===== src/rtl/serial_adder_ctrl.sv =====
// Bit-serial add/subtract sequencer: one full_adder cell is reused for every bit,
// LSB first, with the carry held in a flop between cycles.

module full_adder (
    input  logic a,
    input  logic b,
    input  logic ci,
    output logic s,
    output logic co
);
    assign s  = a ^ b ^ ci;
    assign co = (a & b) | (ci & (a ^ b));
endmodule

module serial_adder_ctrl #(
    parameter int WIDTH = 8
) (
    input  logic             clk,
    input  logic             rst_n,
    input  logic             in_valid,
    output logic             in_ready,
    input  logic [WIDTH-1:0] op_a,
    input  logic [WIDTH-1:0] op_b,
    input  logic             cin,
    input  logic             sub,
    input  logic             abort,
    output logic             out_valid,
    input  logic             out_ready,
    output logic [WIDTH-1:0] result,
    output logic             cout,
    output logic             overflow,
    output logic             busy
);
    localparam int CW = $clog2(WIDTH);
    localparam logic [CW-1:0] LAST = CW'(WIDTH - 1);

    typedef enum logic [1:0] {S_IDLE, S_RUN, S_DONE} state_t;

    state_t            state_q, state_d;
    logic [WIDTH-1:0]  a_q, a_d;
    logic [WIDTH-1:0]  b_q, b_d;
    logic [WIDTH-1:0]  res_q, res_d;
    logic              carry_q, carry_d;
    logic              msb_cin_q, msb_cin_d;
    logic [CW-1:0]     cnt_q, cnt_d;
    logic              fa_sum, fa_cout;

    full_adder u_fa (
        .a  (a_q[0]),
        .b  (b_q[0]),
        .ci (carry_q),
        .s  (fa_sum),
        .co (fa_cout)
    );

    always_comb begin
        state_d   = state_q;
        a_d       = a_q;
        b_d       = b_q;
        res_d     = res_q;
        carry_d   = carry_q;
        msb_cin_d = msb_cin_q;
        cnt_d     = cnt_q;
        case (state_q)
            S_IDLE: begin
                if (in_valid) begin
                    a_d     = op_a;
                    b_d     = sub ? ~op_b : op_b;
                    carry_d = sub ? 1'b1 : cin;
                    cnt_d   = '0;
                    state_d = S_RUN;
                end
            end
            S_RUN: begin
                if (abort) begin
                    res_d     = '0;
                    carry_d   = 1'b0;
                    msb_cin_d = 1'b0;
                    cnt_d     = '0;
                    state_d   = S_IDLE;
                end else begin
                    res_d   = {fa_sum, res_q[WIDTH-1:1]};
                    carry_d = fa_cout;
                    a_d     = {1'b0, a_q[WIDTH-1:1]};
                    b_d     = {1'b0, b_q[WIDTH-1:1]};
                    if (cnt_q == LAST) begin
                        // carry entering the MSB is kept for the overflow flag
                        msb_cin_d = carry_q;
                        cnt_d     = '0;
                        state_d   = S_DONE;
                    end else begin
                        cnt_d = cnt_q + CW'(1);
                    end
                end
            end
            S_DONE: begin
                if (out_ready) state_d = S_IDLE;
            end
            default: state_d = S_IDLE;
        endcase
    end

    always_ff @(posedge clk or negedge rst_n) begin
        if (!rst_n) begin
            state_q   <= S_IDLE;
            a_q       <= '0;
            b_q       <= '0;
            res_q     <= '0;
            carry_q   <= 1'b0;
            msb_cin_q <= 1'b0;
            cnt_q     <= '0;
        end else begin
            state_q   <= state_d;
            a_q       <= a_d;
            b_q       <= b_d;
            res_q     <= res_d;
            carry_q   <= carry_d;
            msb_cin_q <= msb_cin_d;
            cnt_q     <= cnt_d;
        end
    end

    // flags are only meaningful once the last bit is in, so they read 0 otherwise
    assign in_ready  = (state_q == S_IDLE);
    assign out_valid = (state_q == S_DONE);
    assign busy      = (state_q != S_IDLE);
    assign result    = res_q;
    assign cout      = out_valid & carry_q;
    assign overflow  = out_valid & (msb_cin_q ^ carry_q);
endmodule


===== config.mk =====
export PLATFORM = sky130hd
export DESIGN_NAME = serial_adder_ctrl
export DESIGN_NICKNAME = d
export VERILOG_FILES = /design/src/rtl/serial_adder_ctrl.sv
export SDC_FILE = /design/constraint.sdc
export NUM_CORES = 1
export LEC_CHECK = 0
export BUFFER_PORTS_ARGS = -buffer_cell sky130_fd_sc_hd__clkbuf_2
export CAP_MARGIN = 20
export CORE_ASPECT_RATIO = 0.7
export CORE_MARGIN = 8
export CORE_UTILIZATION = 55
export CTS_BUF_LIST = sky130_fd_sc_hd__clkbuf_8
export CTS_CLUSTER_DIAMETER = 40
export DETAILED_ROUTE_END_ITERATION = 12
export PLACE_DENSITY = 0.8
export SLEW_MARGIN = 15
export SYNTH_ARGS = -nofsm -noshare
export SYNTH_HDL_FRONTEND = slang
export SYNTH_SLANG_ARGS = --single-unit
export TNS_END_PERCENT = 1

===== constraint.sdc =====
create_clock -name clk -period 3.5 [get_ports clk]
set_input_delay 0.7 -clock clk [delete_from_list [all_inputs] [get_ports clk]]
set_output_delay 0.7 -clock clk [all_outputs]
set_load 0.01 [all_outputs]

# --- Yosys cells after proc, flatten, opt, wreduce, memory -nomap -nowiden ---
# Cells that the tools add are included.
word_totals:
  wordCells: 55
  out_inout_bits: 13
  in_bits: 23
  ff_bits: 31
op_classes:
  addsub: 1
  n_bitwise: 9
  eq_ne: 7
  reduce_logical: 8
  muxes: 23
ops:
  columns: ["operator", "n"]
  rows:
  - ["two-way mux 8 bit", 6]
  - ["one-hot mux 8 bit (2 select lines)", 2]
  - ["two-way mux 3 bit", 3]
  - ["two-way mux 2 bit", 4]
  - ["inverter 8 bit", 1]
  - ["one-hot mux 2 bit (3 select lines)", 1]
  - ["one-hot mux 3 bit (2 select lines)", 1]
  - ["AND reduction 3 bit", 2]
  - ["nonzero test 2 bit", 3]
  - ["two-way mux 1 bit", 5]
  - ["AND 1 bit", 4]
  - ["!= test 2 bit, second input constant", 2]
  - ["AND reduction 2 bit", 2]
  - ["adder 3 x 1 -> 3 bit, second input constant", 1]
  - ["== test 3 bit, second input constant", 1]
  - ["!= test 3 bit, second input constant", 1]
  - ["XOR 1 bit", 3]
  - ["== test 2 x 1 -> 1 bit, second input constant", 1]
  - ["== test 2 bit, second input constant", 1]
  - ["logical NOT 2 bit", 1]
  - ["!= test 2 x 1 -> 1 bit, second input constant", 1]
  - ["one-hot mux 1 bit (2 select lines)", 1]
  - ["OR 1 bit", 1]

# --- Longest topological paths before layout ---
# Gate-level depths: netlist of run 1.
depth:
  ltp_word: 5
  mapped_depth: 6
  depth_no_buf: 5

# --- Modules after synthesis ---
# From an unflattened synthesis of run 1, not the netlist that was laid out.
unflattened:
  cells_unflattened: 143
  area_unflattened_um2: 1610.3
by_module_without_submodules:
  columns: ["mod", "n_inst", "area_per_inst_um2", "seq_area_each_um2", "cells_per_inst"]
  rows:
  - ["serial_adder_ctrl", 1, 1590.3, 775.7, 142]
  - ["full_adder", 1, 20.0, 0.0, 1]

# --- Least setup slack after synthesis of run 1 ---
# OpenSTA, ideal clock, no wires.
synth_timing:
  path_kind: "reg-to-output"
  start: "register state_q[0]"
  end: "output port busy"
  t_arrival_ns: 1.057
  path_slack_ns: 1.743
  required_ns: 2.800
  path_buffers: 2
  stages_incl_launch_ff: 5
  path_cell_list: "dfrtp_1 > buf_2 > buf_2 > nor2_1 > inv_1"
synth_between:
  elab_chain_cells: 1
synth_rtl:
  columns: ["element", "line_no", "source"]
  rows:
  - ["from (decl)", "39", "state_t state_q, state_d;"]
  - ["from (signal assigned)", "113", "state_q <= state_d;"]
  - ["nonzero test 2 bit", "126", "assign busy = (state_q != S_IDLE);"]
  - ["to (decl)", "32", "output logic busy"]
# No other way between the ends.

# --- Final worst setup path of run 1 ---
layout_timing:
  start: "register state_q[0]"
  end: "output port cout"
layout_between:
  elab_chain_cells: 2
layout_rtl:
  columns: ["element", "line_no", "source"]
  rows:
  - ["== test 2 bit", "125", "assign out_valid = (state_q == S_DONE);"]
  - ["AND 1 bit", "128", "assign cout = out_valid & carry_q;"]
  - ["to (decl)", "30", "output logic cout,"]
# No other way between the ends.

==> results.sh, run 1 <==
export IMPL_crit_fanout=22
export IMPL_htree_levels=2
export IMPL_dp_cells=206
export IMPL_fin_nets=203
export IMPL_place_ws_ns=1.277
export IMPL_tightest_slew_ns=0.7741
export IMPL_critical_path_max_stage_delay_ns=0.59
export IMPL_syn_to_final_growth_pct=16.41
export IMPL_synth_seq_area_share_pct=47.33
export IMPL_hpwl_um=2335
export IMPL_yosysTopAreaCell="dfrtp_1"
export IMPL_cp_slowest_cell="dfrtp_1"
export IMPL_synth_xor_area_share_pct=4.809
export IMPL_yosysTopAreaCellShare_pct=47.33
export IMPL_core_um2=2823
export IMPL_max_cap_viol_count=0
export IMPL_p_per_area_nw_per_um2=605.3
export IMPL_end_kind="output port"
export IMPL_finalWeightedCongestion=0.7981
export IMPL_cp_required_ns=2.80
export IMPL_drtIter0Drc=17
export IMPL_fmax_mhz=441.4
export IMPL_wirelength_um=3281
export IMPL_pin_count=36
export IMPL_cp_depth=4
export IMPL_drc=0
export IMPL_ys_ff_latch=31
export IMPL_min_period_ns=2.266
export IMPL_hold_path_class="in2async"
export IMPL_reg2regPathDepth=3
export IMPL_synth_fp_nets=169
export IMPL_synth_top_family_by_area="multiplexers"
export IMPL_cts_resized=0
export IMPL_power_leakage_nw=0.9292
export IMPL_post_route_util_pct=67.60
export IMPL_postSynthCellCount=143
export IMPL_cp_arrival_ns=1.57
export IMPL_crit_type="reg2out"
export IMPL_start_util_pct=58.07
export IMPL_cts_made_buffers=5
export IMPL_post_cts_buffers=0
export IMPL_period_share_pct=64.73
export IMPL_antenna_found_initial=0
export IMPL_synthSimpleGateAreaFrac_pct=11.45
export IMPL_power_w=0.001155
export IMPL_synthAdderAreaFrac_pct=2.748
export IMPL_crit_chain="or2b_1 > inv_1 > and2_1 > clkbuf_2"
export IMPL_cts_tree="yes"
export IMPL_vias_per_cell=5.411
export IMPL_wl_per_cell_um=15.33
export IMPL_drv_slew=0
export IMPL_ant_nets=0
export IMPL_cts_sinks=31
export IMPL_setup_ws_ns=1.234
export IMPL_max_slew_margin_pct=48.39
export IMPL_synth_area_leaders="dfrtp_1 47%, mux2_4 13%, o21ai_0 4.9%, xnor2_1 4.8%, nand2b_1 4.2%"
export IMPL_clk_insertion_delay_late_ns=0.29
export IMPL_synth_compound_area_share_pct=9.695
export IMPL_synth_area_um2=1639
export IMPL_grt_max_degree=32
export IMPL_finalSetupViolations=0
export IMPL_r2r_setup_slack_ns=1.49
export IMPL_path_buf_inv=2
export IMPL_num_rows=16
export IMPL_dr_pass1_iters=4
export IMPL_register_area_um2=775.7
export IMPL_crit_family="flip-flops"
export IMPL_port_buffers=35
export IMPL_ir_worst_vdd_v=0.0002631
export IMPL_yosys_top_cells_count="31 x dfrtp_1, 17 x nand2_1, 16 x o21ai_0, 14 x mux2_4, 11 x nand2b_1"
export IMPL_die_x_um=81.25
export IMPL_synth_edff_count=0
export IMPL_track_usage_pct=14.63
export IMPL_cts_hold_buffers=0
export IMPL_finalClockSkew_ns=0.004682
export IMPL_grt_pass1_wl_um=5464
export IMPL_synthMuxAreaShare_pct=19.69
export IMPL_grt_pass1_vias=1157
export IMPL_cts_path_max_buffers=2
export IMPL_synth_area_per_cell_um2=11.46
export IMPL_synthFlopType="dfrtp_1"
export IMPL_finalSetupTns_ns=0
export IMPL_die_area_um2=5011
export IMPL_async_flop_share_pct=100.0
export IMPL_vias=1158
export IMPL_final_hold_violation_count=0
export IMPL_yosysMostFrequentCell="dfrtp_1"
export IMPL_worst_r2r_endpoint="a_q[1]$_DFFE_PN0P_"
export IMPL_synth_cell_types=27
export IMPL_startpoint_type="flop"
export IMPL_die_h_um=61.68
export IMPL_status="finished clean"
export IMPL_grt_setup_unrepaired="no"
export IMPL_grt_ovfl_total=0
export IMPL_drive_above_1_share_pct=36.52
export IMPL_root_buffer="clkbuf_8"
export IMPL_multiInputGateArea_um2=793.3
export IMPL_reg2reg_from="state_q[0]$_DFFE_PN0P_"
export IMPL_ys_warnings_count=0
export IMPL_num_fill_cells=218
export IMPL_stdcell_count=214
export IMPL_clkTransAtPathRegs_ns=0.06
export IMPL_n_antenna_cell=0
[registers in the layout, indices dropped and copies added (netlist names)]
register,cells
a_q,8
b_q,8
carry_q,1
cnt_q,3
msb_cin_q,1
result,8
state_q,2
[cell usage in the layout (no fill, tap or decap)]
master / n
nand3_1: 1
clkbuf_8: 7
fa_1: 1
a2bb2oi_1: 1
mux2_4: 14
inv_1: 6
xnor2_1: 9
o32ai_1: 2
and2b_2: 1
or2b_1: 1
ha_1: 2
o21bai_1: 1
dfrtp_1: 31
a21oi_4: 1
o21ai_0: 16
a32o_1: 1
nor2b_2: 1
clkbuf_2: 35
nand2_1: 17
and2_1: 1
o21ai_1: 2
mux2_2: 6
a22o_1: 1
nor2_1: 5
nand2b_1: 11
mux2_1: 4
[power breakdown]
part | leakage [nW] | switching (W) | internal (W)
combinational | 0.479 | 0.000125 | 0.000185
clock | 0.0557 | 0.000132 | 0.000176
sequential | 0.394 | 0.0000772 | 0.000460
total | 0.929 | 0.000334 | 0.000821
[per-stage QoR]
stage	hold WS, ns	instance area, um^2
2_1_floorplan	0.4044	1639
3_3_place_gp	0.4643	1808
3_5_place_dp	0.4705	1808
4_1_cts	0.4847	1908
5_1_grt	0.5185	1908
6_report	0.4822	1908
[layer usage]
layer  track usage, %  up-vias  wire length (um)
met4            8.608        0                69
li1                 -      550                 -
met5                0        -                 0
met3            4.810        8               205
met1            16.88      571              1415
met2            23.58       29              1592
[kinds of logic (layout without fill, tap and decap cells)]
| group | Yosys count | in the layout |
|---|---|---|
| simple gates | 38 | 38 |
| xor+xnor | 9 | 9 |
| flops | 31 | 31 |
| compound gates | 25 | 25 |
| mux | 24 | 24 |
| fa+ha+maj | 3 | 3 |
| buf+inv | 13 | 48 |
[final cells by class]
class                   instances  share of cell area (%)
multi-input cells              99                   41.57
flip-flops and latches         31                   40.66
repair buffers                 35                   9.180
clock buffers                   7                   5.049
well taps                      36                   2.361
inverters                       5                  0.9836
clock inverters                 1                  0.1967
[worst max-delay path by stage]
| stage | slack, ns | to | startpoint |
|---|---|---|---|
| after floorplan | 1.74 | busy | state_q[0]$_DFFE_PN0P_ |
| after global placement | 1.35 | b_q[3]$_DFFE_PN0P_ | abort |
| after detailed placement | 1.28 | b_q[6]$_DFFE_PN0P_ | abort |
| after CTS | 1.24 | cout | state_q[0]$_DFFE_PN0P_ |
| after global routing | 1.14 | cout | state_q[0]$_DFFE_PN0P_ |
| final | 1.23 | cout | state_q[0]$_DFFE_PN0P_ |
Note: power is estimated with default switching activity, not from simulation.
==> inputs of run 2 (changes only) <==
==> constraint.sdc (replaced) <==
create_clock -name clk -period 2.25 [get_ports clk]
set_input_delay 0.45 -clock clk [delete_from_list [all_inputs] [get_ports clk]]
set_output_delay 0.45 -clock clk [all_outputs]
set_load 0.01 [all_outputs]
==> run 2 against run 1 <==
Net effect:
- flip-flop and latch count stayed put
- global-route usage is 1.2 points lower
- worst hold slack worse by 0.25 ns
- die area stayed put
- critical endpoint unchanged
- via count is 2.6% lower
- critical path type unchanged
- clock-buffer cell count is 1 lower
- sequential power is 53% higher
- sequential share of layout area is 0.68 points lower
- final area is 1.7% higher
==> results.sh, run 2 (synthesis results as in run 1) <==
export IMPL_wl_per_cell_um=14.06
export IMPL_antenna_found_initial=0
export IMPL_finalSetupViolations=0
export IMPL_power_internal_w=0.001368
export IMPL_cts_hold_buffers=0
export IMPL_fmax_mhz=540.1
export IMPL_mostFrequentLayoutCell="clkbuf_2"
export IMPL_p_per_area_nw_per_um2=966.9
export IMPL_tightest_slew_ns=0.7519
export IMPL_place_area_um2=1823
export IMPL_grt_ovfl_total=0
export IMPL_track_usage_pct=13.47
export IMPL_status="finished clean"
export IMPL_post_cts_buffers=0
export IMPL_grt_pass1_vias=1160
export IMPL_finalSetupTns_ns=0
export IMPL_worst_r2r_endpoint="a_q[0]$_DFFE_PN0P_"
export IMPL_finalWeightedCongestion=0.7900
export IMPL_die_area_um2=5011
export IMPL_reg2regPathDepth=3
export IMPL_power_leakage_nw=0.9445
export IMPL_grt_max_degree=32
export IMPL_grt_use_met2_pct=21.98
export IMPL_ant_nets=0
export IMPL_die_h_um=61.68
export IMPL_cts_made_buffers=5
export IMPL_grt_pass1_wl_um=5175
export IMPL_port_buffers=35
export IMPL_n_antenna_cell=0
export IMPL_power_frac_comb_pct=26.3
export IMPL_swShare_pct=27.12
export IMPL_post_route_util_pct=68.75
export IMPL_vias_per_cell=5.222
export IMPL_die_x_um=81.25
export IMPL_drv_slew=0
export IMPL_max_slew_margin_pct=49.87
export IMPL_dp_cells=208
export IMPL_finalClockSkew_ns=0.005468
export IMPL_use_met1_pct=15.67
export IMPL_fin_nets=205
export IMPL_cts_path_max_buffers=2
export IMPL_hpwl_um=2255
export IMPL_stdcell_count=216
export IMPL_cts_sinks=31
export IMPL_fin_area_um2=1941
export IMPL_clk_insertion_delay_late_ns=0.28
export IMPL_startpoint_type="flop"
export IMPL_crit_fanout=8
export IMPL_max_cap_viol_count=0
export IMPL_ir_worst_vdd_v=0.0005649
export IMPL_drive_above_1_share_pct=37.78
export IMPL_reg2reg_from="state_q[0]$_DFFE_PN0P_"
export IMPL_crit_type="reg2out"
export IMPL_r2r_setup_slack_ns=0.52
export IMPL_clkTransAtPathRegs_ns=0.06
export IMPL_start_util_pct=58.07
export IMPL_cp_arrival_ns=1.40
export IMPL_final_hold_violation_count=0
export IMPL_p_switching_w=0.0005089
export IMPL_core_um2=2823
export IMPL_num_rows=16
export IMPL_grt_busiest_layer="met2"
export IMPL_cp_required_ns=1.80
export IMPL_period_share_pct=82.28
export IMPL_pin_count=36
export IMPL_cts_tree="yes"
export IMPL_grt_use_met3_pct=5.394
export IMPL_min_period_ns=1.851
export IMPL_end_kind="output port"
export IMPL_final_cell_mix="35 x clkbuf_2, 31 x dfrtp_1, 17 x nand2_1, 16 x o21ai_0, 14 x mux2_4"
export IMPL_syn_to_final_growth_pct=18.40
export IMPL_dr_pass1_iters=4
export IMPL_vias=1128
export IMPL_htree_levels=2
export IMPL_hold_path_class="in2async"
export IMPL_cts_resized=0
export IMPL_hold_worst_slack_ns=0.2316
export IMPL_drc=0
export IMPL_p_clk_share_pct=29.8
export IMPL_grt_setup_unrepaired="no"
export IMPL_wirelength_um=3038
export IMPL_root_buffer="clkbuf_8"
export IMPL_p_seq_share_pct=43.9
export IMPL_drtIter0Drc=74
## run 2: changes by cell type in the layout (fill, tap and decap cells not counted), sizes merged
cell    before  now
buf          0    2
bufinv       0    1
clkbuf      42   41
clkinv       0    1
inv          6    5
## run 2: layer usage
layer  vias up  wire (um)
met5         -          0
met4         0         35
met3         4        211
met2        27       1420
met1       547       1371
li1        550          -
## run 2: worst max-delay path by stage
stage,from,to,slack [ns]
after floorplan,state_q[0]$_DFFE_PN0P_,busy,0.74
after global placement,abort,b_q[3]$_DFFE_PN0P_,0.54
after detailed placement,abort,b_q[4]$_DFFE_PN0P_,0.50
after CTS,state_q[1]$_DFFE_PN0P_,cout,0.39
after global routing,state_q[1]$_DFFE_PN0P_,cout,0.33
final,state_q[1]$_DFFE_PN0P_,cout,0.40
## run 2: cell type report
class                   count  area [um^2]
repair buffers             37        190.2
well taps                  36        45.04
inverters                   5        18.77
clock inverters             2        35.03
clock buffers               6        82.58
multi-input cells          99        793.3
flip-flops and latches     31        775.7
fillers                   203        882.1
## run 2: worst max-delay path, cell delays in order, from the launching register on
cell and delay (ns):
dfrtp_1 0.52, or2b_1 0.30, inv_1 0.07, and2_1 0.11, clkbuf_2 0.12
## run 2: power by group through the flow
stage	clock network (W)	logic (W)	registers, W
3_3_place_gp	0	0.000482	0.000823
6_report	0.000559	0.000493	0.000824
5_1_grt	0.000596	0.000552	0.000849
4_1_cts	0.000568	0.000501	0.000826
2_1_floorplan	0	0.000399	0.000810
3_5_place_dp	0	0.000497	0.000836
## run 2: metrics by stage
| step | total power [W] | setup WS [ns] |
|---|---|---|
| final | 0.001876 | 0.3986 |
| after detailed placement | 0.001332 | 0.5002 |
| after global placement | 0.001305 | 0.5367 |
| after floorplan | 0.001209 | 0.7427 |
| after global routing | 0.001997 | 0.3253 |
| after CTS | 0.001895 | 0.3905 |
